### config.mk
export PLATFORM = sky130hd
export DESIGN_NAME = rc_input_buffer
export DESIGN_NICKNAME = d
export VERILOG_FILES = /design/src/rtl/rc_input_buffer.sv
export SDC_FILE = /design/constraint.sdc
export NUM_CORES = 1
export LEC_CHECK = 0
export CORE_MARGIN = 2
export CORE_UTILIZATION = 57
export CTS_CLUSTER_SIZE = 12
export DETAILED_ROUTE_END_ITERATION = 10
export PLACE_DENSITY_LB_ADDON = 0.3
export SYNTH_ARGS = -nofsm -noshare
export SYNTH_HDL_FRONTEND = slang
export SYNTH_SLANG_ARGS = --single-unit
### constraint.sdc
create_clock -name clk -period 3.8 [get_ports clk]
set_clock_uncertainty 0.15 [all_clocks]
set_input_delay 0.76 -clock clk [delete_from_list [all_inputs] [get_ports clk]]
set_output_delay 0.76 -clock clk [all_outputs]
set_load 0.02 [all_outputs]
### src/rtl/rc_input_buffer.sv
// Per-VC router input buffer: circular flit FIFO feeding rc_unit, with RC/VA/ACTIVE packet sequencing.
// Optional sticky protocol checking is built when RC_INPUT_BUFFER_ERROR_CHECK_EN is defined.

module rc_input_buffer #(
   parameter int BUFFER_SIZE = 8,
   parameter int DEST_X_W    = 3,
   parameter int DEST_Y_W    = 3,
   parameter int PAYLOAD_W   = 16,
   parameter int VC_W        = 2,
   localparam int FLIT_W     = 2 + DEST_X_W + DEST_Y_W + PAYLOAD_W
) (
   input  logic                clk,
   input  logic                rst,
   input  logic [FLIT_W-1:0]   data_i,
   input  logic                valid_flag_i,
   input  logic                read_i,
   output logic [DEST_X_W-1:0] x_dest_o,
   output logic [DEST_Y_W-1:0] y_dest_o,
   input  logic [2:0]          out_port_i,
   output logic [2:0]          out_port_o,
   output logic                va_request_o,
   input  logic                vc_valid_i,
   input  logic [VC_W-1:0]     vc_new_i,
   output logic [VC_W-1:0]     vc_new_o,
   output logic [FLIT_W-1:0]   data_o,
   output logic                is_valid_o,
   output logic                is_full_o,
   output logic                is_empty_o,
   output logic                error_o
);

   // state    | meaning
   // S_IDLE   | no packet in progress, waiting for a front flit
   // S_RC     | sample rc_unit result for the front (head) flit
   // S_VA     | request a downstream VC until granted
   // S_ACTIVE | release packet flits to the switch stage until the tail pops

   localparam int PTR_W = $clog2(BUFFER_SIZE);
   localparam int CNT_W = PTR_W + 1;

   localparam logic [1:0] T_HEAD     = 2'b00;
   localparam logic [1:0] T_BODY     = 2'b01;
   localparam logic [1:0] T_TAIL     = 2'b10;
   localparam logic [1:0] T_HEADTAIL = 2'b11;

   typedef enum logic [1:0] {
      S_IDLE,
      S_RC,
      S_VA,
      S_ACTIVE
   } state_t;

   state_t              state_q, state_d;
   logic [FLIT_W-1:0]   mem [BUFFER_SIZE];
   logic [PTR_W-1:0]    wr_ptr_q, rd_ptr_q;
   logic [CNT_W-1:0]    count_q, count_d;
   logic                wr_en, rd_en;
   logic [FLIT_W-1:0]   front;
   logic [1:0]          front_type;
   logic                front_is_tail;
   logic [2:0]          out_port_q;
   logic [VC_W-1:0]     vc_new_q;

   assign front         = mem[rd_ptr_q];
   assign front_type    = front[FLIT_W-1 -: 2];
   assign front_is_tail = (front_type == T_TAIL) || (front_type == T_HEADTAIL);

   assign data_o       = front;
   assign x_dest_o     = front[FLIT_W-3 -: DEST_X_W];
   assign y_dest_o     = front[PAYLOAD_W +: DEST_Y_W];
   assign is_full_o    = (count_q == CNT_W'(BUFFER_SIZE));
   assign is_empty_o   = (count_q == '0);
   assign is_valid_o   = (state_q == S_ACTIVE) && !is_empty_o;
   assign va_request_o = (state_q == S_VA);
   assign out_port_o   = out_port_q;
   assign vc_new_o     = vc_new_q;

   // Full is judged on the pre-pop count, so a full FIFO drops a write even if it pops this cycle.
   assign wr_en = valid_flag_i && !is_full_o;
   assign rd_en = read_i && is_valid_o;

   always_comb begin
      count_d = count_q;
      case ({wr_en, rd_en})
         2'b10:   count_d = count_q + CNT_W'(1);
         2'b01:   count_d = count_q - CNT_W'(1);
         default: count_d = count_q;
      endcase
   end

   always_ff @(posedge clk) begin
      if (wr_en) begin
         mem[wr_ptr_q] <= data_i;
      end
   end

   always_ff @(posedge clk or negedge rst) begin
      if (!rst) begin
         wr_ptr_q <= '0;
         rd_ptr_q <= '0;
         count_q  <= '0;
      end else begin
         if (wr_en) begin
            wr_ptr_q <= wr_ptr_q + PTR_W'(1);
         end
         if (rd_en) begin
            rd_ptr_q <= rd_ptr_q + PTR_W'(1);
         end
         count_q <= count_d;
      end
   end

   always_comb begin
      state_d = state_q;
      case (state_q)
         S_IDLE: begin
            if (!is_empty_o) begin
               state_d = S_RC;
            end
         end
         S_RC: begin
            state_d = S_VA;
         end
         S_VA: begin
            if (vc_valid_i) begin
               state_d = S_ACTIVE;
            end
         end
         S_ACTIVE: begin
            // A queued follow-on packet goes straight to routing without an idle cycle.
            if (rd_en && front_is_tail) begin
               state_d = (count_d != '0) ? S_RC : S_IDLE;
            end
         end
         default: begin
            state_d = S_IDLE;
         end
      endcase
   end

   always_ff @(posedge clk or negedge rst) begin
      if (!rst) begin
         state_q    <= S_IDLE;
         out_port_q <= '0;
         vc_new_q   <= '0;
      end else begin
         state_q <= state_d;
         if (state_q == S_RC) begin
            out_port_q <= out_port_i;
         end
         if ((state_q == S_VA) && vc_valid_i) begin
            vc_new_q <= vc_new_i;
         end
      end
   end

`ifdef RC_INPUT_BUFFER_ERROR_CHECK_EN
   logic first_flit_q;
   logic error_q;
   logic err_set;
   logic front_is_head;

   assign front_is_head = (front_type == T_HEAD) || (front_type == T_HEADTAIL);

   always_comb begin
      err_set = 1'b0;
      if (valid_flag_i && is_full_o) begin
         err_set = 1'b1;
      end
      if ((state_q == S_IDLE) && !is_empty_o &&
          ((front_type == T_BODY) || (front_type == T_TAIL))) begin
         err_set = 1'b1;
      end
      if (rd_en && front_is_head && !first_flit_q) begin
         err_set = 1'b1;
      end
   end

   // first_flit_q marks that the next pop in ACTIVE is the packet's head.
   always_ff @(posedge clk or negedge rst) begin
      if (!rst) begin
         first_flit_q <= 1'b0;
         error_q      <= 1'b0;
      end else begin
         if ((state_q == S_VA) && vc_valid_i) begin
            first_flit_q <= 1'b1;
         end else if (rd_en) begin
            first_flit_q <= 1'b0;
         end
         if (err_set) begin
            error_q <= 1'b1;
         end
      end
   end

   assign error_o = error_q;
`else
   assign error_o = 1'b0;
`endif

endmodule
==> metrics.sh, run 1 <==
DRTPASS1ITERATIONS=4
WORSTPATHBUFFERINVERTERCOUNT=2
DETAIL_ROUTE.WIRELENGTH_UM=14800
CRITPATHKIND='register to output pin'
AVGSYNTHCELLAREA_UM2=21.1
WORST_HOLD_STARTPOINT='out_port_o[1]$_DFFE_PN0N_'
CLOCK_POWER_SHARE=0.231
SETUP_SLACK_NS=0.209
MOST-COMMON-LAYOUT-CELLS='sky130_fd_sc_hd__edfxtp_1, sky130_fd_sc_hd__clkdlybuf4s50_1, sky130_fd_sc_hd__mux4_2'
GLOBALROUTEOVERFLOWTOTAL=0
WORST_EP_REQUIRED_TIME_NS=2.89
SLOWEST_DELAY_NS=0.56
SYNTH_FP_NETS=437
FP.DIEH_UM=125
FINAL.PERIOD_UTILIZATION=0.945
CPLARGESTDELAYFAMILY='buffers and inverters'
DETAILROUTE.VIA_COUNT=3977
DEPTH_OF_THE_WORST_REGISTER_TO_REGISTER_PATH=10
TIMING.CRITICAL_PATH.FROM_TYPE='register'
POST-ROUTE-MIN-PERIOD_NS=3.59
CAP_VIOLATIONS=0
BUSIEST_LAYER='met2'
AGGREGATE_NEGATIVE_SETUP_SLACK_NS=0
LAYOUT.CELLS.MOST_COMMON='sky130_fd_sc_hd__edfxtp_1'
END_KIND='output pin'
INTERNAL-POWER_W=0.00556
SYNTH.LIB_CELLS_USED.DISTINCT=36
WORSTSKEWPAIRLATENCY_NS=0.49
POSTSYNTHCELLCOUNT=393
TIMING.HOLD.WORST.CLASS='register to register'
REG2REG_SLACK_NS=0.82
CLOCK_TREE.ROOT_CELL='sky130_fd_sc_hd__clkbuf_16'
DRT_DRC_VIOLATIONS_LEFT=0
WORST_IR_DROP_VDD_mV=0.500
CORE_REGION_AREA_UM2=14400
HOLD_SLACK_NS=0.354
NETLIST_AREA_UM2=8310
DIE_AREA_UM2=15600
COMB_POWER_SHARE=0.372
FIRST_PASS_GRT_WIRE_LENGTH_UM=23300
GRT_USE_MET1=0.267
CTS_TREE='built'
AREA_GROWTH_PCT=19.6
HOLD_DEPTH=1
SEQ_AREA_UM2=6200
CRITICAL-PATH-SLOWEST-CELL='sky130_fd_sc_hd__mux4_2'
CELLPOWERDENSITY_nW_PER_UM2=807
RSZ0062_AT_GRT='false'
FIN_HOLD_VIOLS=0
SW_FRAC_OF_TOTAL=0.306
ANTENNA_FOUND_INITIAL=0
SYNTH.FF_LATCH_COUNT=209
FP-ROW-COUNT=44
HOLDPATHEND='out_port_o[1]$_DFFE_PN0N_'
FINAL_ANTENNA_NET_COUNT=0
MAX_SLEW_MARGIN=0.481
HPWLAFTERDP_UM=9050
ANTENNA-DIODE-COUNT=0
POWER_LEAKAGE_nW=3.35
YS_WARN_COUNT=0
CHIPWIDTH_UM=125
INITIAL_UTILIZATION=0.578
PORT_BUFFERS=72
FINAL_SETUP_VIO_COUNT=0
LAYOUT.NETS=530
GRT_USE_MET2=0.332
CLK_PIN_SLEW_WORST_PATHS_NS=0.06
ROUTABILITYCONGESTION=0.733
DETAIL_ROUTE.ITER0.VIOLATIONS=376
TOTAL_TRACK_USAGE=0.197
SLEW_AT_THE_PIN_CLOSEST_TO_ITS_MAX_SLEW_LIMIT_NS=0.775
GRT.MET3_USAGE=0.0339
WORST_R2R_STARTPOINT='count_q[1]$_DFF_PN0_'
TIMING_MAX_TRANSITION_VIOLATIONS_FINAL=0
DRIVE_GT1_FRAC=0.272
CP_CELL_SEQUENCE='buf_12 -> mux4_2 -> mux2_2 -> clkdlybuf4s50_1'
POWER.NET_SWITCHING_W=0.00246
GRT_PASS1_VIAS=4261
POST_DRT_WL_PER_CELL_UM=21.7
CTS.PATH.MAX_BUFFERS=3
MULTIINPUTGATEAREA_UM2=1970
RR_ENDPOINT='state_q[0]$_DFFE_PN0P_'
PLACE_WS_NS=0.368
GRT_MAX_DEGREE=51
CRITICAL_PATH.MAX_FANOUT=50
SEQ_PWR_SHARE=0.397
CLOCK_SINK_COUNT=209
CTS-HTREE-LEVELS=1
CTS_MADE_BUFFERS=22
FILLER_CELL_COUNT=862
VIAS_PER_CELL=5.85
OUTCOME='complete, no violations'
YS_SEQ_AREA_FRAC=0.745
MAX_CLOCK_FREQ_GHz=0.278
CTS_POST_SETUP_BUFFERS_INSERTED=0
IO-PIN-COUNT=74
WORSTPATHARRIVAL_NS=2.68
==> sequential cells by signal, summed over array words and instances (netlist names) <==
| register | flops |
|---|---|
| count_q | 4 |
| mem | 192 |
| out_port_o | 3 |
| rd_ptr_q | 3 |
| state_q | 2 |
| vc_new_o | 2 |
| wr_ptr_q | 3 |
==> area by class of cell <==
class | count | area share
Inverter | 6 | 0.00227
Timing Repair Buffer | 93 | 0.0909
Clock inverter | 7 | 0.00277
Sequential cell | 209 | 0.623
Multi-Input combinational cell | 154 | 0.198
Tap cell | 184 | 0.0232
Clock buffer | 27 | 0.0594
==> cells by family (layout without fill, tap and decap cells) <==
| kind of cell | Yosys count | count (layout) | synth area share |
|---|---|---|---|
| and+or+nand+nor | 45 | 45 | 0.0268 |
| xor gates and xnor gates | 6 | 6 | 0.00632 |
| AOI/OAI and AO/OA | 11 | 11 | 0.0102 |
| other | 1 | 1 | 0.000451 |
| adders and majority gates | 10 | 10 | 0.0151 |
| muxes | 81 | 81 | 0.175 |
| buffers and inverters | 30 | 133 | 0.0212 |
| DFF | 209 | 209 | 0.745 |
==> metrics by stage <==
stage	instances	power, W	utilization	cell area, um^2
final	680	0.00802	0.692	9940
after detailed placement	646	0.00624	0.649	9320
after global placement	646	0.00617	0.649	9320
after floorplan	393	0.00519	-	8310
after CTS	680	0.00812	0.692	9940
after global routing	680	0.00840	0.692	9940
==> Yosys cell counts, drive strengths merged <==
cell | number | area (um^2)
a221oi | 1 | 8.76
nor2 | 12 | 45.0
buf | 18 | 131
inv | 6 | 22.5
nand4b | 1 | 8.76
mux2 | 32 | 364
edfxtp | 192 | 5770
conb | 1 | 3.75
and2 | 1 | 6.26
o41ai | 1 | 8.76
nand2b | 5 | 31.3
mux2i | 1 | 10.0
a31oi | 1 | 6.26
nor2b | 3 | 18.8
nand3b | 1 | 7.51
nor4 | 1 | 12.5
nand2 | 14 | 52.6
a21oi | 5 | 36.3
mux4 | 48 | 1080
ha | 10 | 125
or2 | 2 | 12.5
nor3 | 4 | 20.0
xnor2 | 4 | 35.0
clkbuf | 6 | 22.5
dfrtp | 17 | 425
nor3b | 1 | 7.51
o211a | 1 | 10.0
o21a | 1 | 7.51
xor2 | 2 | 17.5
a211oi | 1 | 7.51
==> worst max-delay path by stage <==
| stage | slack [ns] | startpoint | to | cells after the start |
|---|---|---|---|---|
| after global routing | 0.1 | rd_ptr_q[0]$_DFFE_PN0P_ | data_o[23] | 4 |
| after global placement | 0.41 | valid_flag_i | state_q[0]$_DFFE_PN0P_ | 11 |
| after CTS | 0.01 | rd_ptr_q[1]$_DFFE_PN0P_ | data_o[5] | 4 |
| after floorplan | 0.47 | valid_flag_i | mem[0][0]$_DFFE_PP_ | 3 |
| final | 0.21 | rd_ptr_q[0]$_DFFE_PN0P_ | data_o[14] | 4 |
| after detailed placement | 0.37 | valid_flag_i | state_q[0]$_DFFE_PN0P_ | 11 |
==> layer usage <==
layer / up-vias / part of all wire / wire length, um
met1: 2062 / 0.41 / 6030
met2: 127 / 0.51 / 7590
li1: 1765 / - / -
met5: - / 0 / 0
met4: 0 / 0.021 / 316
met3: 23 / 0.057 / 845
==> repair_timing <==
| action | in CTS | in global routing |
|---|---|---|
| hold buffers | 0 | 0 |
| gates resized for setup | 0 | 1 |
| endpoints found under the setup margin | 0 | 9 |
| hold endpoints to repair | 0 | 0 |
==> worst register-to-register path, cell delays in order (launching register included) <==
cell and delay, ns:
sky130_fd_sc_hd__dfrtp_1 0.47, sky130_fd_sc_hd__nor4_2 0.44, sky130_fd_sc_hd__nor2_1 0.13, sky130_fd_sc_hd__ha_1 0.27
sky130_fd_sc_hd__xor2_1 0.18, sky130_fd_sc_hd__ha_1 0.20, sky130_fd_sc_hd__a21oi_1 0.14, sky130_fd_sc_hd__mux2i_1 0.24
sky130_fd_sc_hd__xnor2_1 0.10, sky130_fd_sc_hd__o41ai_1 0.37, sky130_fd_sc_hd__a31oi_1 0.15
==> power groups by stage <==
stage / Combinational [W] / Clock (W) / Sequential [W]
after floorplan: 0.00208 / 0 / 0.00311
after global placement: 0.00297 / 0 / 0.00320
after detailed placement: 0.00301 / 0 / 0.00323
after CTS: 0.00304 / 0.00189 / 0.00319
after global routing: 0.00320 / 0.00197 / 0.00323
final: 0.00298 / 0.00185 / 0.00319
Note: power is estimated with default switching activity, not from simulation.
==> inputs of run 2 (changes only) <==
--- a/config.mk
+++ b/config.mk
@@ -6,10 +6,12 @@
 export NUM_CORES = 1
 export LEC_CHECK = 0
 export CORE_MARGIN = 2
-export CORE_UTILIZATION = 57
+export CORE_UTILIZATION = 25
 export CTS_CLUSTER_SIZE = 12
 export DETAILED_ROUTE_END_ITERATION = 10
 export PLACE_DENSITY_LB_ADDON = 0.3
+export REMOVE_ABC_BUFFERS = 1
+export SKIP_CTS_REPAIR_TIMING = 1
 export SYNTH_ARGS = -nofsm -noshare
 export SYNTH_HDL_FRONTEND = slang
 export SYNTH_SLANG_ARGS = --single-unit
==> metrics.sh, run 2 (synthesis gave the netlist of run 1 again) <==
FINAL.PERIOD_UTILIZATION=0.964  # +0.0193
OUTCOME='complete, no violations'
POWER_TOTAL_W=0.00866  # +8.0%
MAX_SLEW_MARGIN=0.426  # -0.0553
TIMING.CRITICAL_PATH.FROM_TYPE='register'
CTS.PATH.MAX_BUFFERS=3  # unchanged
PLACE.DETAILED.INSTANCES=899  # +39%
CLK_PIN_SLEW_WORST_PATHS_NS=0.06  # about the same
LARGESTREGISTERS='mem x192, count_q x4'
CRITPATHKIND='register to output pin'
LAYOUT.CELLS.MOST_COMMON='sky130_fd_sc_hd__edfxtp_1'
LARGEST_REGISTER_FF_COUNT=192  # unchanged
STDCELL_COUNT=951  # +40%
UTILIZATION=0.322  # -0.370
GRT_MAX_DEGREE=28  # -45%
WORST_IR_DROP_VDD_mV=0.407  # -18%
ANTENNA_FOUND_INITIAL=0  # unchanged
FIRST_PASS_GRT_WIRE_LENGTH_UM=27200  # +16%
INITIAL_UTILIZATION=0.255  # -0.324
FILLER_CELL_COUNT=3106  # +260%
POWER_LEAKAGE_nW=3.46  # +3.3%
PORT_BUFFERS=72  # unchanged
DRIVE_GT1_FRAC=0.291  # +0.0186
SLEW_AT_THE_PIN_CLOSEST_TO_ITS_MAX_SLEW_LIMIT_NS=0.858  # +0.0827 ns
END_KIND='output pin'
FINAL_ANTENNA_NET_COUNT=0  # unchanged
IO-PIN-COUNT=74  # unchanged
CELLPOWERDENSITY_nW_PER_UM2=824  # +2.1%
CTS_TREE='built'
WORST_R2R_STARTPOINT='count_q[2]$_DFF_PN0_'
TIMING_MAX_TRANSITION_VIOLATIONS_FINAL=0  # unchanged
MAX_CLOCK_FREQ_GHz=0.273  # -2.0%
LAYOUT.NETS=537  # +1.3%
WORSTPATHARRIVAL_NS=2.75  # +0.07 ns
FINAL_SETUP_VIO_COUNT=0  # unchanged
ANTENNA-DIODE-COUNT=0  # unchanged
REG2REG_SLACK_NS=0.68  # -0.14 ns
POST_DRT_WL_PER_CELL_UM=18.6  # -14%
DRTPASS1ITERATIONS=4  # unchanged
POST-ROUTE-MIN-PERIOD_NS=3.66  # +0.0735 ns
CLOCK_TREE.ROOT_CELL='sky130_fd_sc_hd__clkbuf_16'
CORE_REGION_AREA_UM2=32600  # +130%
TOTAL_TRACK_USAGE=0.103  # -0.0939
DETAIL_ROUTE.WIRELENGTH_UM=17700  # +20%
CTS_MADE_BUFFERS=24  # +9.1%
CAP_VIOLATIONS=0  # unchanged
VIAS_PER_CELL=4.19  # -28%
RSZ0062_AT_GRT='false'
WORST_EP_REQUIRED_TIME_NS=2.89  # about the same
TIMING.HOLD.WORST.CLASS='register to register'
CRITICAL_PATH.MAX_FANOUT=27  # -46%
ROUTABILITYCONGESTION=0.661  # -9.9%
CLOCK_SINK_COUNT=209  # unchanged
DRT_DRC_VIOLATIONS_LEFT=0  # unchanged
DETAILROUTE.VIA_COUNT=3981  # +0.10%
DETAIL_ROUTE.ITER0.VIOLATIONS=247  # -34%
DIE_AREA_UM2=34700  # +120%
CHIPWIDTH_UM=186  # +49%
GRT_PASS1_VIAS=4402  # +3.3%
CTS-HTREE-LEVELS=1  # unchanged
WORST_HOLD_STARTPOINT='out_port_o[0]$_DFFE_PN0N_'
AREA_GROWTH_PCT=26.5
GLOBALROUTEOVERFLOWTOTAL=0  # unchanged
FIN_HOLD_VIOLS=0  # unchanged
FP.DIEH_UM=186  # +49%
FP-ROW-COUNT=66  # +50%
MOST-COMMON-LAYOUT-CELLS='sky130_fd_sc_hd__edfxtp_1, sky130_fd_sc_hd__clkdlybuf4s50_1, sky130_fd_sc_hd__mux4_2'
WORST_SETUP_PATH_STARTPOINT='rd_ptr_q[1]$_DFFE_PN0P_'
LARGEST_REGISTER='mem'
WORSTSKEWPAIRLATENCY_NS=0.50  # about the same
HPWLAFTERDP_UM=10200  # +13%
==> run 2: cell count changes in the layout (fill, tap and decap cells not counted) <==
cell	before	now
sky130_fd_sc_hd__buf_4	19	24
sky130_fd_sc_hd__bufinv_16	0	4
sky130_fd_sc_hd__clkbuf_1	4	7
sky130_fd_sc_hd__clkbuf_16	23	25
sky130_fd_sc_hd__clkinv_1	6	3
sky130_fd_sc_hd__clkinv_2	1	2
sky130_fd_sc_hd__dfrtp_2	0	1
sky130_fd_sc_hd__dfrtp_4	2	1
sky130_fd_sc_hd__inv_6	0	1
sky130_fd_sc_hd__nor2_2	6	0
sky130_fd_sc_hd__nor2_4	0	6
==> run 2: worst paths after layout <==
| kind | endpoint | cells after the start |
|---|---|---|
| max | data_o[20] | 4 |
| min | out_port_o[0]$_DFFE_PN0N_ | 1 |
| max reg2reg | state_q[0]$_DFFE_PN0P_ | 10 |
| min reg2reg | out_port_o[0]$_DFFE_PN0N_ | 1 |
| max in group asynchronous | rd_ptr_q[0]$_DFFE_PN0P_ | 1 |
| min in group asynchronous | vc_new_o[1]$_DFFE_PN0P_ | 1 |
==> run 2: final cells by class <==
cell class | instances | area [um^2] | share of cell area
multi-input combinational | 154 | 2000 | 0.190
timing repair buffer | 98 | 941 | 0.0895
clock inverter | 10 | 150 | 0.0143
clock buffer | 32 | 652 | 0.0620
tap | 442 | 553 | 0.0526
sequential | 209 | 6200 | 0.589
inverter | 6 | 22.5 | 0.00214
==> run 2: where the power goes <==
part | switching (W) | internal [W]
clock | 0.000858 | 0.00147
sequential | 0.000262 | 0.00293
combinational | 0.00152 | 0.00162
total | 0.00264 | 0.00602
==> run 2: metrics by stage <==
step	setup slack [ns]	TNS, ns	cell area [um^2]	hold WS [ns]
detailed placement	0.205	0	9640	0.348
global route	0.00241	0	10500	0.373
global placement	0.337	0	9640	0.340
CTS	-0.0436	-0.311	10400	0.361
floorplan	-0.142	-3.36	8160	0.314
finish	0.136	0	10500	0.354
==> run 2: worst max-delay path, cell delays in order (launching register included) <==
cell	delay, ns
sky130_fd_sc_hd__dfrtp_2	0.78
sky130_fd_sc_hd__buf_12	0.29
sky130_fd_sc_hd__mux4_2	0.32
sky130_fd_sc_hd__mux2_2	0.30
sky130_fd_sc_hd__clkdlybuf4s50_1	0.55
==> run 2: routing by layer <==
metal	wire length [um]	part of all wire	GRT usage	vias to the layer above
met4	277	0.016	0.0240	0
met1	7290	0.41	0.129	2066
met2	9030	0.51	0.180	102
met3	1120	0.063	0.0235	27
met5	0	0	0	-
li1	-	-	-	1786
